<file path="src/rtl/mc_pkg.sv">
// Shared types and codes for the multi-cycle control sequencer.
package mc_pkg;

  typedef enum logic [2:0] {
    FETCH  = 3'd0,
    DECODE = 3'd1,
    EXEC   = 3'd2,
    MEM    = 3'd3,
    WB     = 3'd4,
    HALT   = 3'd5,
    ERR    = 3'd6
  } state_t;

  localparam logic [1:0] SEL_SEQ = 2'b00;
  localparam logic [1:0] SEL_BR  = 2'b01;
  localparam logic [1:0] SEL_J   = 2'b10;
  localparam logic [1:0] SEL_JR  = 2'b11;

  localparam logic [4:0] ALU_NOP = 5'b11111;

  typedef struct packed {
    logic memtoreg;
    logic memwrite;
    logic regwrite;
  } ctrl_t;

  // No ALU work, no control transfer and no store: nothing the datapath can do.
  function automatic logic is_illegal(input logic [4:0] alu, input logic [1:0] br,
                                      input logic memwrite);
    return (alu == ALU_NOP) && (br == SEL_SEQ) && !memwrite;
  endfunction

endpackage

</file>
<file path="src/rtl/mc_wait_timer.sv">
// Memory wait-cycle counter; expired flags the last wait cycle allowed before a timeout.
module mc_wait_timer #(
  parameter int unsigned TIMEOUT = 255
) (
  input  logic clk,
  input  logic clr,
  input  logic en,
  output logic expired
);

  localparam int unsigned W = (TIMEOUT > 1) ? $clog2(TIMEOUT) : 1;
  localparam logic [W-1:0] LAST = W'(TIMEOUT - 1);

  logic [W-1:0] cnt;

  always_ff @(posedge clk) begin
    if (clr) begin
      cnt <= '0;
    end else if (en && (cnt != LAST)) begin
      cnt <= cnt + W'(1);
    end
  end

  assign expired = (cnt == LAST);

endmodule

</file>
<file path="src/rtl/mc_sequencer.sv">
// Multi-cycle control sequencer: turns the decoder control word into timed datapath
// enables, handshakes with instruction/data memory and counts retired instructions.
module mc_sequencer
  import mc_pkg::*;
#(
  parameter int unsigned TIMEOUT = 255,
  parameter int unsigned CNT_W   = 32
) (
  input  logic             clk,
  input  logic             rst,
  input  logic             halt,
  output logic             imem_req,
  input  logic             imem_ready,
  output logic             ir_we,
  input  logic             cu_memtoreg,
  input  logic             cu_memwrite,
  input  logic             cu_regwrite,
  input  logic [4:0]       cu_alucontrol,
  input  logic [1:0]       cu_branch,
  output logic             dmem_req,
  output logic             dmem_we,
  input  logic             dmem_ready,
  output logic             pc_we,
  output logic [1:0]       pc_sel,
  output logic             reg_we,
  output logic             busy,
  output logic             err,
  output logic [CNT_W-1:0] instret,
  output logic [2:0]       state_o
);

  state_t state;
  state_t fetch_next;
  ctrl_t  ctrl;
  logic   waiting;
  logic   ready;
  logic   expired;
  logic   retire;

  assign waiting = (state == FETCH) || (state == MEM);
  assign ready   = (state == FETCH) ? imem_ready : dmem_ready;

  // Clearing whenever not waiting (or on completion) is the same as clearing on entry.
  mc_wait_timer #(.TIMEOUT(TIMEOUT)) u_timer (
    .clk     (clk),
    .clr     (rst || !waiting || ready),
    .en      (waiting && !ready),
    .expired (expired)
  );

  assign fetch_next = halt ? HALT : FETCH;

  always_comb begin
    imem_req = 1'b0;
    ir_we    = 1'b0;
    dmem_req = 1'b0;
    dmem_we  = 1'b0;
    pc_we    = 1'b0;
    pc_sel   = SEL_SEQ;
    reg_we   = 1'b0;
    retire   = 1'b0;
    unique case (state)
      FETCH: begin
        imem_req = 1'b1;
        ir_we    = imem_ready;
      end
      EXEC: begin
        if (cu_branch != SEL_SEQ) begin
          pc_we  = 1'b1;
          pc_sel = cu_branch;
          retire = 1'b1;
        end
      end
      MEM: begin
        dmem_req = 1'b1;
        dmem_we  = ctrl.memwrite;
        if (dmem_ready && ctrl.memwrite) begin
          pc_we  = 1'b1;
          retire = 1'b1;
        end
      end
      WB: begin
        reg_we = ctrl.regwrite;
        pc_we  = 1'b1;
        retire = 1'b1;
      end
      default: ;
    endcase
    if (rst) begin
      imem_req = 1'b0;
      ir_we    = 1'b0;
      dmem_req = 1'b0;
      dmem_we  = 1'b0;
      pc_we    = 1'b0;
      reg_we   = 1'b0;
      retire   = 1'b0;
    end
  end

  always_ff @(posedge clk) begin
    if (rst) begin
      state   <= FETCH;
      ctrl    <= '0;
      instret <= '0;
    end else begin
      if (retire) instret <= instret + CNT_W'(1);
      unique case (state)
        FETCH: begin
          if (imem_ready)   state <= DECODE;
          else if (expired) state <= ERR;
        end
        DECODE: begin
          ctrl  <= '{memtoreg: cu_memtoreg, memwrite: cu_memwrite, regwrite: cu_regwrite};
          state <= is_illegal(cu_alucontrol, cu_branch, cu_memwrite) ? ERR : EXEC;
        end
        EXEC: begin
          if (cu_branch != SEL_SEQ)              state <= fetch_next;
          else if (ctrl.memtoreg || ctrl.memwrite) state <= MEM;
          else                                   state <= WB;
        end
        MEM: begin
          if (dmem_ready)   state <= ctrl.memwrite ? fetch_next : WB;
          else if (expired) state <= ERR;
        end
        WB:   state <= fetch_next;
        HALT: if (!halt) state <= FETCH;
        ERR:  state <= ERR;
        default: state <= ERR;
      endcase
    end
  end

  assign busy    = (state != HALT) && (state != ERR);
  assign err     = (state == ERR);
  assign state_o = state;

endmodule

</file>
<file path="config.mk">
export PLATFORM = sky130hd
export DESIGN_NAME = mc_sequencer
export DESIGN_NICKNAME = d
export VERILOG_FILES = /design/src/rtl/mc_pkg.sv /design/src/rtl/mc_wait_timer.sv /design/src/rtl/mc_sequencer.sv
export SDC_FILE = /design/constraint.sdc
export NUM_CORES = 1
export LEC_CHECK = 0
export CORE_ASPECT_RATIO = 1.5
export CORE_UTILIZATION = 50
export DETAILED_ROUTE_END_ITERATION = 10
export GPL_TIMING_DRIVEN = 0
export HOLD_SLACK_MARGIN = 0.12
export PLACE_DENSITY = 0.88
export SLEW_MARGIN = 20
export SYNTH_ARGS = -nofsm -noshare
export SYNTH_HDL_FRONTEND = slang
export SYNTH_SLANG_ARGS = --single-unit
</file>
<file path="constraint.sdc">
create_clock -name clk -period 4.3 [get_ports clk]
set_input_delay 0.645 -clock clk [delete_from_list [all_inputs] [get_ports clk]]
set_output_delay 0.645 -clock clk [all_outputs]
set_load 0.1 [all_outputs]
</file>
# Word-level counts from Yosys, hierarchy flattened
# Cells that the tools add are included.
[totals] regBits=46 in_bits=15 wordCells=63
[classes] n_addsub=2 n_eq_ne=12 n_mux=27 reduce_logical=16
[ops] cell="32-bit by 1-bit adder with 32-bit output, second input constant" count=1
[ops] cell="3-bit 2-to-1 mux" count=9
[ops] cell="3-bit one-hot mux with 6 select lines" count=1
[ops] cell="1-bit 2-to-1 mux" count=14
[ops] cell="3-bit == test, second input constant" count=3
[ops] cell="8-bit by 1-bit adder with 8-bit output, second input constant" count=1
[ops] cell="8-bit == test, second input constant" count=1
[ops] cell="8-bit != test, second input constant" count=1
[ops] cell="3-bit by 2-bit == test with 1-bit output, second input constant" count=2
[ops] cell="1-bit logical AND" count=6
[ops] cell="3-bit != test, second input constant" count=2
[ops] cell="5-bit == test, second input constant" count=1
[ops] cell="1-bit logical OR" count=4
[ops] cell="2-bit 2-to-1 mux" count=2
[ops] cell="3-bit by 1-bit == test with 1-bit output, second input constant" count=1
[ops] cell="1-bit zero test" count=3
[ops] cell="3-bit zero test" count=1
[ops] cell="1-bit one-hot mux with 3 select lines" count=1
[ops] cell="2-bit zero test" count=1
[ops] cell="2-bit != test, second input constant" count=1
[ops] cell="2-bit nonzero test" count=1

# Longest topological paths before layout
# Gate-level depths: netlist of the first run.
[logic_depth] depth_word=5 mapped_depth=8 ltp_nobuf=7

# By module
# Synthesis of the first run repeated with hierarchy kept, for this count alone.
[unflattened] cells_unflattened=311 area_unflattened_um2=2527.4
[by_module_without_submodules] mod="mc_sequencer" n_inst=1 cells_per_inst=260 area_per_inst_um2=2084.5 seq_area_each_um2=760.7
[by_module_without_submodules] mod="mc_wait_timer" n_inst=1 cells_per_inst=51 area_per_inst_um2=442.9 seq_area_each_um2=160.2

# Worst setup path after synthesis of the first run
# No wires, ideal clock.
[synth_timing] kind="flip-flop to output port" startpoint="register state[0], in the netlist state_o[0]" endpoint="output pc_we" arrival_time_ps=5691 required_time_ps=3655 path_slack_ps=-2036 stages_incl_launch_ff=7 cell_sequence="dfxtp_1 > buf_2 > nor4bb_1 > nand2_1 > o31a_1 > clkbuf_1 > inv_1"
[synth_between] elab_chain_len=3 elab_cells_between_ends=5
[synth_rtl] item="start, declared" line_no="mc_sequencer.sv:32" source="state_t state;"
[synth_rtl] item="start signal, assigned" line_no="mc_sequencer.sv:114" source="state <= is_illegal(cu_alucontrol, cu_branch, cu_memwrite) ? ERR : EXEC;"
[synth_rtl] item="start signal, assigned" line_no="mc_sequencer.sv:117" source="if (cu_branch != SEL_SEQ) state <= fetch_next;"
[synth_rtl] item="start signal, assigned" line_no="mc_sequencer.sv:122" source="if (dmem_ready) state <= ctrl.memwrite ? fetch_next : WB;"
[synth_rtl] item="3-bit == test / 3-bit by 2-bit == test with 1-bit output (equally long branches)" line_no="mc_sequencer.sv:62" source="unique case (state)"
[synth_rtl] item="1-bit one-hot mux with 3 select lines *" line_no="mc_sequencer.sv:62"
[synth_rtl] item="1-bit 2-to-1 mux *" line_no="mc_sequencer.sv:89" source="if (rst) begin"
[synth_rtl] item="end, declared" line_no="mc_sequencer.sv:23" source="output logic pc_we,"
# Mark *: on every way between the ends. The rest lies on a longest branch, timed or not.

# Worst setup path in the final report of the first run
[layout_timing] startpoint="input cu_branch[1]" endpoint="output pc_we"
[layout_between] elab_chain_len=4
[layout_rtl] item="start, declared" line_no="mc_sequencer.sv:19" source="input logic [1:0] cu_branch,"
[layout_rtl] item="2-bit nonzero test" line_no="mc_sequencer.sv:68" source="if (cu_branch != SEL_SEQ) begin"
[layout_rtl] item="1-bit 2-to-1 mux" line_no="mc_sequencer.sv:68"
[layout_rtl] item="1-bit one-hot mux with 3 select lines" line_no="mc_sequencer.sv:62"
[layout_rtl] item="1-bit 2-to-1 mux" line_no="mc_sequencer.sv:89"
# No other way between the ends.

==> results of run 1 <==
how the worst min path moves through the flow:
stage                   start        endpoint  slack [ns]  cells past startpoint
4_1_cts        u_timer.cnt[7]  u_timer.cnt[7]        0.47                      1
2_1_floorplan  u_timer.cnt[7]  u_timer.cnt[7]        0.44                      1
3_3_place_gp   u_timer.cnt[7]  u_timer.cnt[7]        0.45                      1
5_1_grt        u_timer.cnt[7]  u_timer.cnt[7]        0.49                      1
6_report       u_timer.cnt[7]  u_timer.cnt[7]        0.47                      1
3_5_place_dp   u_timer.cnt[7]  u_timer.cnt[7]        0.46                      1
critical path, delay by kind of cell:
family | cells | cell delay (ns)
buf+inv | 4 | 2.01
compound gates | 2 | 0.52
simple gates | 1 | 0.26
metal layers:
metal / vias to the layer above / GRT usage [%]
met5: - / 0
met4: 0 / 11.84
met3: 17 / 4.678
met2: 78 / 47.68
met1: 1259 / 27.96
li1: 1307 / -
per-stage QoR:
stage / TNS [ns] / power (mW) / hold WS [ns] / util, %
5_1_grt: 0 / 0.8878 / 0.4913 / 68.34
6_report: 0 / 0.8511 / 0.4714 / 68.34
4_1_cts: 0 / 0.8529 / 0.4747 / 68.34
3_5_place_dp: 0 / 0.5915 / 0.4605 / 66.47
2_1_floorplan: -0.006410 / 0.5503 / 0.4366 / -
3_3_place_gp: 0 / 0.5901 / 0.4507 / 66.47
sequential cells by signal (all words and copies together), names as in the netlist:
signal / flops
state_o: 3
instret: 32
u_timer.cnt: 8
ctrl: 3
cell usage after synthesis (all sizes together), types with 2 or more instances:
cell type / count / share of area, %
dfxtp: 46 / 37
a21oi: 34 / 6.8
nand2: 26 / 3.9
nor2: 26 / 3.9
o31ai: 21 / 6.3
or4: 21 / 6.5
clkbuf: 14 / 2.1
o21ai: 14 / 2.8
nand3: 12 / 2.4
nand4: 11 / 3.6
or3: 9 / 2.4
inv: 8 / 1.2
nand2b: 6 / 1.5
buf: 5 / 0.90
nor4: 5 / 1.3
and2: 4 / 1.0
mux2i: 4 / 1.6
nor3: 4 / 0.80
o21bai: 4 / 1.2
xnor2: 4 / 1.4
a211oi: 3 / 0.90
and3: 3 / 0.75
ha: 3 / 1.5
or2: 3 / 0.75
a31oi: 2 / 0.50
and3b: 2 / 0.70
xor2: 2 / 0.70
cell usage in the layout (no fill, tap or decap), types with 5 or more instances in the layout:
cell type        synthesis  routed
nand2b_1                 6       6
clkbuf_1                14      14
clkdlybuf4s50_1          0      58
inv_1                    8       8
clkbuf_8                 0       5
or4_1                   19      19
a21oi_1                 34      34
nand2_1                 26      26
dfxtp_1                 46      46
o21ai_0                 14      14
o31ai_1                 21      21
nand3_1                 12      12
nand4_1                  9       9
nor2_1                  26      26
or3_1                    7       7
power groups by stage:
stage	Combinational, mW	Clock [mW]	Sequential, mW
floorplan	0.0835	0	0.467
global placement	0.143	0	0.447
detailed placement	0.144	0	0.447
CTS	0.144	0.271	0.437
global route	0.153	0.297	0.439
finish	0.145	0.269	0.438
cell families (layout without fill, tap and decap cells):
| kind of cell | count (synthesis) | count (layout) | synth area share, % |
|---|---|---|---|
| compound gates | 87 | 87 | 21.49 |
| xor+xnor | 6 | 6 | 2.104 |
| fa+ha+maj | 3 | 3 | 1.503 |
| buf+inv | 27 | 93 | 4.208 |
| flops | 46 | 46 | 36.87 |
| mux | 4 | 4 | 1.603 |
| simple gates | 140 | 140 | 32.21 |
final cells by class:
class / count / area share [%]
buffer: 19 / 2.284
clock buffer: 5 / 2.094
clock inverter: 3 / 0.6471
inverter: 8 / 0.9136
multi-input combinational: 240 / 45.87
sequential: 46 / 28.02
tap: 66 / 2.512
timing repair buffer: 58 / 17.66
==> summary.md, run 1 <==
| Metric | Value |
|---|---|
| Synth Warn # | `0` |
| Vias in the first global route | `2,443` |
| Area of the multi-input gates | `1508 um^2` |
| P_sw | `0.2592 mW` |
| Routed WL | `6590 um` |
| DR pass1 iterations | `4` |
| First-pass GRT wire length | `10,590 um` |
| DR vias | `2,661` |
| Critical path arrival | `3.43 ns` |
| Post-synthesis area per instance | `7.979 um^2` |
| Final antenna-violating net count | `0` |
| CTS Buf Count | `5` |
| ANT cells | `0` |
| PwrDens | `258.9 nW/um^2` |
| Crit Path Category | `in2out` |
| Cell Area, Synth | `2497 um^2` |
| Post-synthesis cell count | `313` |
| Worst path slowest cell | `clkdlybuf4s50_1` |
| Hold crit path type | `reg2reg` |
| Routed WL per cell | `14.81 um` |
| CTS tree | `yes` |
| Hold Buf Count CTS | `0` |
| Final setup margin | `0.2227 ns` |
| Setup Viol. Count Final | `0` |
| IO buf count | `58` |
| Antenna violations before repair | `0` |
| #FFs+latches synth | `46` |
| Distinct cells, synth | `50` |
| DP HPWL | `4890 um` |
| GRT Overall Usage | `25.94%` |
| Number of H-tree levels | `2` |
| Cells after DPL | `437` |
| Core ar. | `4810 um^2` |
| # rows | `31` |
| Sequential power share | `51.4%` |
| Resized cells post-CTS | `0` |
| Final worst-path cycle share | `94.82%` |
| Worst Reg-to-Reg Cells | `7` |
| Max Slew Vio Count | `0` |
| Final cell count without fillers | `445` |
| FF-to-FF Start | `instret[0]` |
| Clock sink total | `46` |
| Layout area overhead | `31.61%` |
| Fmax | `0.2453 GHz` |
| Hold Fails Final Rpt | `0` |
| EDFF count, synth | `0` |
| Crit path top cell by count | `clkdlybuf4s50_1` |
| Root Buffer | `clkbuf_8` |
| Worst Setup SP | `cu_branch[1]` |
| Share of cells above drive strength 1 | `6.069%` |
| Peak VDD IR | `0.0002773 V` |
| Post-Syn Nets | `331` |
| Max Cap Viol | `0` |
| Design area | `3287 um^2` |
| Die ar. | `5287 um^2` |
| CP peak stage delay | `1.01 ns` |
| Net switching fraction of the power | `30.45%` |
| End point of the critical path | `pc_we` |
| Outcome | `completed` |
| CP Data Required Time | `3.65 ns` |
| Crit-path max FO | `10` |
| Combinational share of power | `17.0%` |
| Critical path cell sequence | `clkdlybuf4s50_1 > nor2_1 > o21a_1 > o31a_1 > clkbuf_1 > inv_1 > clkdlybuf4s50_1` |
| RSZ-0062 raised after global routing | `no` |
| Setup WS pre-CTS | `0.2357 ns` |
| Crit start category | `primary input` |
| Top layer reached by signal wires | `met4` |
| Vert. Die Dim | `88.56 um` |
| Ys flop type | `dfxtp_1` |
| P_int | `0.5919 mW` |
| CP Capture Type | `output port` |
| Rel. slew slack | `34.13%` |
| Worst-Margin Slew | `0.9850 ns` |
| Number of setup buffers added after CTS | `0` |
| Largest net degree at the start of global routing | `16` |
| Area after DPL | `3197 um^2` |
| Proportion of power drawn by the clock network | `31.6%` |
| Internal reg-to-reg setup slack | `1.73 ns` |
| I/O Pins | `60` |
| Grt total ovfl | `0` |
| Clock slew at reported path FFs | `0.08 ns` |
| Initial DRC count | `170` |
| Met2 WL post-DR | `3614 um` |
| GP Congestion | `0.9537` |
| LEAKAGE | `1.004 nW` |
| Clk_skew | `0.01545 ns` |
| CTS Buffer Depth | `2` |
| Fill cell count | `427` |
| Metal3 WL | `226 um` |
| Die width | `59.71 um` |
| R2R Path End | `instret[30]` |
| Vias per std cell | `5.980` |
| Fin crit period | `4.077 ns` |
| Total Nets Final | `396` |
| Post-synth ARST share | `0%` |
| DRT met1 WL | `2572 um` |
| Initial Util | `51.93%` |
| Drt drc | `0` |
| Clk Latency, worst-skew pair | `0.31 ns` |
| FF+latch area | `920.9 um^2` |
| Post-synthesis sequential area ratio | `36.87%` |
Power figures use the tool's default switching activity.
==> inputs of run 2 (changes only) <==
--- a/config.mk
+++ b/config.mk
@@ -8,9 +8,10 @@
 export CORE_ASPECT_RATIO = 1.5
 export CORE_UTILIZATION = 50
 export DETAILED_ROUTE_END_ITERATION = 10
+export DONT_BUFFER_PORTS = 1
 export GPL_TIMING_DRIVEN = 0
 export HOLD_SLACK_MARGIN = 0.12
-export PLACE_DENSITY = 0.88
+export PLACE_DENSITY = 0.73
 export SLEW_MARGIN = 20
 export SYNTH_ARGS = -nofsm -noshare
 export SYNTH_HDL_FRONTEND = slang
==> run 2 against run 1 <==
Clock power grew 20%. Sequential cell count is the same. Worst setup slack gained 0.0080 ns. Wire length decreased by 8.7%. Non-clock buffer count shrank 55. Hold slack better by 0.00078 ns.
==> summary.md, run 2 (synthesis results as in run 1) <==
| Metric | Value |
|---|---|
| Peak VDD IR | `0.0001895 V` |
| End of the worst hold path | `u_timer.cnt[7]` |
| Grt total ovfl | `0` |
| FF-to-FF Start | `state_o[1]` |
| Die width | `59.71 um` |
| Antenna violations before repair | `0` |
| Clock sink total | `46` |
| WHS Path Cells | `1` |
| # rows | `31` |
| Combinational share of power | `11.7%` |
| Rel. slew slack | `23.42%` |
| P_int | `0.6342 mW` |
| Resized cells post-CTS | `0` |
| LEAKAGE | `0.8290 nW` |
| CP Data Required Time | `3.65 ns` |
| Total Nets Final | `341` |
| DR vias | `2,406` |
| Outcome | `completed` |
| PwrDens | `318.0 nW/um^2` |
| Worst Reg-to-Reg Cells | `8` |
| Number of H-tree levels | `2` |
| Hold_sp | `u_timer.cnt[7]` |
| Routed WL per cell | `15.43 um` |
| RSZ-0062 raised after global routing | `no` |
| Layout area overhead | `11.47%` |
| Vert. Die Dim | `88.56 um` |
| Highest-count cells in the layout ignoring fill and taps | `dfxtp_1, a21oi_1, nor2_1, nand2_1, o31ai_1` |
| Share of cells above drive strength 1 | `8.642%` |
| Drt drc | `0` |
| Fmax | `0.2457 GHz` |
| Max Slew Vio Count | `0` |
| Routed WL | `6019 um` |
| Clk_skew | `0.007121 ns` |
| Number of setup buffers added after CTS | `0` |
| Setup Viol. Count Final | `0` |
| Initial Util | `51.93%` |
| Core ar. | `4810 um^2` |
| I/O Pins | `60` |
| Setup WS pre-CTS | `0.5779 ns` |
| Hold Buf Count CTS | `0` |
| IO buf count | `0` |
| First-pass GRT wire length | `9570 um` |
| Root Buffer | `clkbuf_8` |
| Proportion of power drawn by the clock network | `36.5%` |
| Crit start category | `register` |
| Worst-Margin Slew | `1.147 ns` |
| Final cell count without fillers | `390` |
| Vias per std cell | `6.169` |
| Clk Latency, worst-skew pair | `0.30 ns` |
| P_sw | `0.2511 mW` |
| CTS tree | `yes` |
| Fin crit period | `4.069 ns` |
| DP HPWL | `4456 um` |
| Critical path arrival | `3.42 ns` |
| Hold Fails Final Rpt | `0` |
| GP Congestion | `0.8884` |
| CTS Buf Count | `5` |
| CTS Buffer Depth | `2` |
| Max Cap Viol | `0` |
| Crit-path max FO | `10` |
| Initial DRC count | `187` |
| Sequential power share | `51.8%` |
| Net switching fraction of the power | `28.36%` |
| Biggest regs | `instret (32), u_timer.cnt (8)` |
| Commonest non-fill, non-tap cell in the layout | `dfxtp_1` |
| Final antenna-violating net count | `0` |
| Cells after DPL | `382` |
| Worst Setup SP | `state_o[1]` |
| Largest net degree at the start of global routing | `15` |
| Top reg by flops | `instret` |
| Crit Path Category | `reg2out` |
| Clock slew at reported path FFs | `0.09 ns` |
| CP Capture Type | `output port` |
| R2R Path End | `instret[2]` |
| GRT Overall Usage | `23.19%` |
| Final worst-path cycle share | `94.63%` |
| ANT cells | `0` |
| Final setup margin | `0.2307 ns` |
| Die ar. | `5287 um^2` |
| Hold crit path type | `reg2reg` |
| Internal reg-to-reg setup slack | `0.74 ns` |
| Vias in the first global route | `2,132` |
| DR pass1 iterations | `4` |
| Max reg flops | `32` |
## run 2: cell count changes in the layout (fill, tap and decap cells not counted)
| cell | before | now |
|---|---|---|
| clkinv_2 | 1 | 0 |
| dfxtp_1 | 46 | 43 |
| dfxtp_2 | 0 | 3 |
| nor4_4 | 1 | 2 |
| bufinv_16 | 0 | 1 |
| nor4_2 | 1 | 0 |
| clkinv_4 | 1 | 0 |
| clkbuf_1 | 14 | 15 |
| clkdlybuf4s50_1 | 58 | 0 |
| buf_8 | 0 | 3 |
## run 2: layer usage
metal / GRT usage [%] / wire length (um)
met5: 0 / 0
met4: 7.188 / 81
met3: 5.263 / 416
met2: 42.83 / 3135
met1: 25.59 / 2386
## run 2: cell type report
cell class / instances / area [um^2]
fill: 474 / 2026
multi-input combinational: 240 / 1516
sequential: 46 / 924.6
tap: 66 / 82.58
buffer: 19 / 75.07
clock buffer: 6 / 72.57
timing repair buffer: 3 / 45.04
clock inverter: 2 / 37.54
inverter: 8 / 30.03
## run 2: power by group through the flow
stage          clock network (mW)  logic (mW)  registers [mW]
2_1_floorplan                   0      0.0835           0.467
3_3_place_gp                    0      0.0970           0.469
3_5_place_dp                    0       0.103           0.469
4_1_cts                     0.328       0.103           0.459
5_1_grt                     0.346       0.110           0.460
6_report                    0.323       0.104           0.459
## run 2: critical path, cell delays in order, from the launching register on
cell and delay, ns:
dfxtp_1 1.03, buf_2 0.38, nor4bb_4 0.33, nand2_1 0.13, o31a_1 0.22, clkbuf_1 0.26
inv_1 0.75
## run 2: worst max-delay path by stage
stage / cells past startpoint / end / slack [ns]
2_1_floorplan: 6 / pc_we / -0.006
3_3_place_gp: 6 / pc_we / -0.37
3_5_place_dp: 6 / pc_we / 0.58
4_1_cts: 6 / pc_we / 0.24
5_1_grt: 6 / pc_we / 0.09
6_report: 6 / pc_we / 0.23
## run 2: through the flow
step | power [mW] | TNS [ns] | instance area, um^2 | utilization, % | hold slack [ns]
6_report | 0.8853 | 0 | 2784 | 57.88 | 0.4722
5_1_grt | 0.9158 | 0 | 2784 | 57.88 | 0.4741
4_1_cts | 0.8907 | 0 | 2781 | 57.83 | 0.4714
3_5_place_dp | 0.5719 | 0 | 2671 | 55.54 | 0.4615
3_3_place_gp | 0.5656 | -0.7709 | 2616 | 54.40 | 0.4494
2_1_floorplan | 0.5503 | -0.006410 | 2534 | - | 0.4366
==> inputs of run 3 (changes only) <==
--- a/config.mk
+++ b/config.mk
@@ -12,6 +12,7 @@
 export GPL_TIMING_DRIVEN = 0
 export HOLD_SLACK_MARGIN = 0.12
 export PLACE_DENSITY = 0.73
+export RECOVER_POWER = 50
 export SLEW_MARGIN = 20
 export SYNTH_ARGS = -nofsm -noshare
 export SYNTH_HDL_FRONTEND = slang
==> constraint.sdc (replaced) <==
create_clock -name clk -period 3.8 [get_ports clk]
set_input_delay 0.57 -clock clk [delete_from_list [all_inputs] [get_ports clk]]
set_output_delay 0.57 -clock clk [all_outputs]
set_load 0.1 [all_outputs]
==> run 3 against run 2 <==
Sequential cell count unchanged. Wire length rose by 2.5%. Worst setup slack got worse by 0.056 ns. Cell count unchanged. Count of clock-buffer cells in the layout unchanged. Sequential power increased by 13%. Via count decreased by 1.2%. Total power grew 8.7%. Core utilization fell by 0.23 points. Combinational power increased by 13%. Clock power is essentially flat. Largest cell class unchanged. Largest power group unchanged. Highest routed layer unchanged.
==> summary.md, run 3 (synthesis results as in run 1) <==
| Metric | Value |
|---|---|
| Final antenna-violating net count | `0` |
| LEAKAGE | `0.8150 nW` |
| CTS Buf Count | `5` |
| Fmax | `0.2758 GHz` |
| Worst-Margin Slew | `1.215 ns` |
| Clk_skew | `0.009674 ns` |
| Max Slew Vio Count | `0` |
| Total Nets Final | `341` |
| Crit Path Category | `reg2out` |
| Core ar. | `4810 um^2` |
| Outcome | `completed` |
| Crit-path max FO | `10` |
| Max reg flops | `32` |
| Highest-count cells in the layout ignoring fill and taps | `dfxtp_1, a21oi_1, nor2_1, nand2_1, o31ai_1` |
| Layout area overhead | `11.02%` |
| CTS tree | `yes` |
| Hold Buf Count CTS | `0` |
| Vert. Die Dim | `88.56 um` |
| Die width | `59.71 um` |
| CP Capture Type | `output port` |
| Final worst-path cycle share | `95.41%` |
| Grt total ovfl | `0` |
| Crit start category | `register` |
| End of the worst hold path | `ctrl[2]` |
| Antenna violations before repair | `0` |
| Root Buffer | `clkbuf_8` |
| PwrDens | `347.2 nW/um^2` |
| Share of cells above drive strength 1 | `9.259%` |
| Rel. slew slack | `18.86%` |
| Biggest regs | `instret (32), u_timer.cnt (8)` |
| Number of H-tree levels | `2` |
| Hold Fails Final Rpt | `0` |
| Peak VDD IR | `0.0001967 V` |
| IO buf count | `0` |
| Setup Viol. Count Final | `0` |
| Max Cap Viol | `0` |
| RSZ-0062 raised after global routing | `no` |
| I/O Pins | `60` |
| Routed WL per cell | `15.82 um` |
| ANT cells | `0` |
| # rows | `31` |
| Largest net degree at the start of global routing | `15` |
| Area after DPL | `2678 um^2` |
| Critical path arrival | `3.06 ns` |
| Design area | `2773 um^2` |
| R2R Path End | `instret[30]` |
| GP Congestion | `0.8571` |
| CTS Buffer Depth | `2` |
| Top reg by flops | `instret` |
| Clock slew at reported path FFs | `0.09 ns` |
| CP Data Required Time | `3.23 ns` |
| DR pass1 iterations | `4` |
| Initial DRC count | `142` |
| Initial Util | `51.93%` |
| Util after Layout | `57.65%` |
| First-pass GRT wire length | `10,100 um` |
| Hold crit path type | `in2reg` |
| Vias in the first global route | `2,212` |
| Number of setup buffers added after CTS | `0` |
| Drt drc | `0` |
| Internal reg-to-reg setup slack | `0.42 ns` |
| Fin crit period | `3.625 ns` |
| Die ar. | `5287 um^2` |
| GRT Overall Usage | `24.93%` |
| DR vias | `2,376` |
| Worst Reg-to-Reg Cells | `7` |
| Commonest non-fill, non-tap cell in the layout | `dfxtp_1` |
| Vias per std cell | `6.092` |
| Hold_sp | `cu_memtoreg` |
| Clk Latency, worst-skew pair | `0.31 ns` |
| WHS | `0.3942 ns` |
| Setup TNS | `0 ns` |
| Routed WL | `6171 um` |
| DP HPWL | `4553 um` |
| FF-to-FF Start | `instret[0]` |
| Clock sink total | `46` |
| WHS Path Cells | `2` |
run 3: timing repair:
action,4_1_cts,5_1_grt
gates resized for setup,0,1
endpoints found under the hold margin,0,0
endpoints found under the setup margin,0,1
run 3: where the power goes:
group          internal [mW]  switching, mW
clock                  0.147          0.179
combinational         0.0328         0.0843
sequential             0.489         0.0307
run 3: how the worst max path moves through the flow:
stage / startpoint / slack, ns / depth (start not counted) / to
6_report: state_o[0] / 0.17 / 4 / pc_we
5_1_grt: state_o[0] / 0.005 / 6 / pc_we
4_1_cts: state_o[2] / 0.06 / 5 / pc_we
3_5_place_dp: state_o[2] / 0.41 / 5 / pc_we
3_3_place_gp: state_o[0] / -0.44 / 6 / pc_we
2_1_floorplan: state_o[0] / -0.1 / 6 / pc_we
run 3: layout make-up:
class                           count  area [um^2]
Buffer                             19        75.07
Clock inverter                      2        12.51
Fill cell                         480         2037
Multi-Input combinational cell    240         1518
Inverter                            8        33.78
Sequential cell                    46        923.4
Tap cell                           66        82.58
Clock buffer                        6        82.58
Timing Repair Buffer                3        45.04
run 3: metrics by stage:
step | setup slack [ns] | std cells | power, mW
floorplan | -0.09838 | 313 | 0.6245
global placement | -0.4363 | 379 | 0.6420
detailed placement | 0.4108 | 382 | 0.6481
CTS | 0.06071 | 390 | 0.9676
global route | 0.004820 | 390 | 0.9937
finish | 0.1746 | 390 | 0.9626
run 3: critical path, stage by stage, from the launching register on:
cell and delay [ns]:
dfxtp_1 0.96, buf_2 0.35, o31a_1 0.36, clkbuf_1 0.44
clkinvlp_4 0.63
run 3: per-layer routing:
layer	global-route usage [%]	share of wire [%]
met5	0	0
met4	9.514	1.1
met3	6.725	6.1
met2	44.34	53
met1	27.60	40
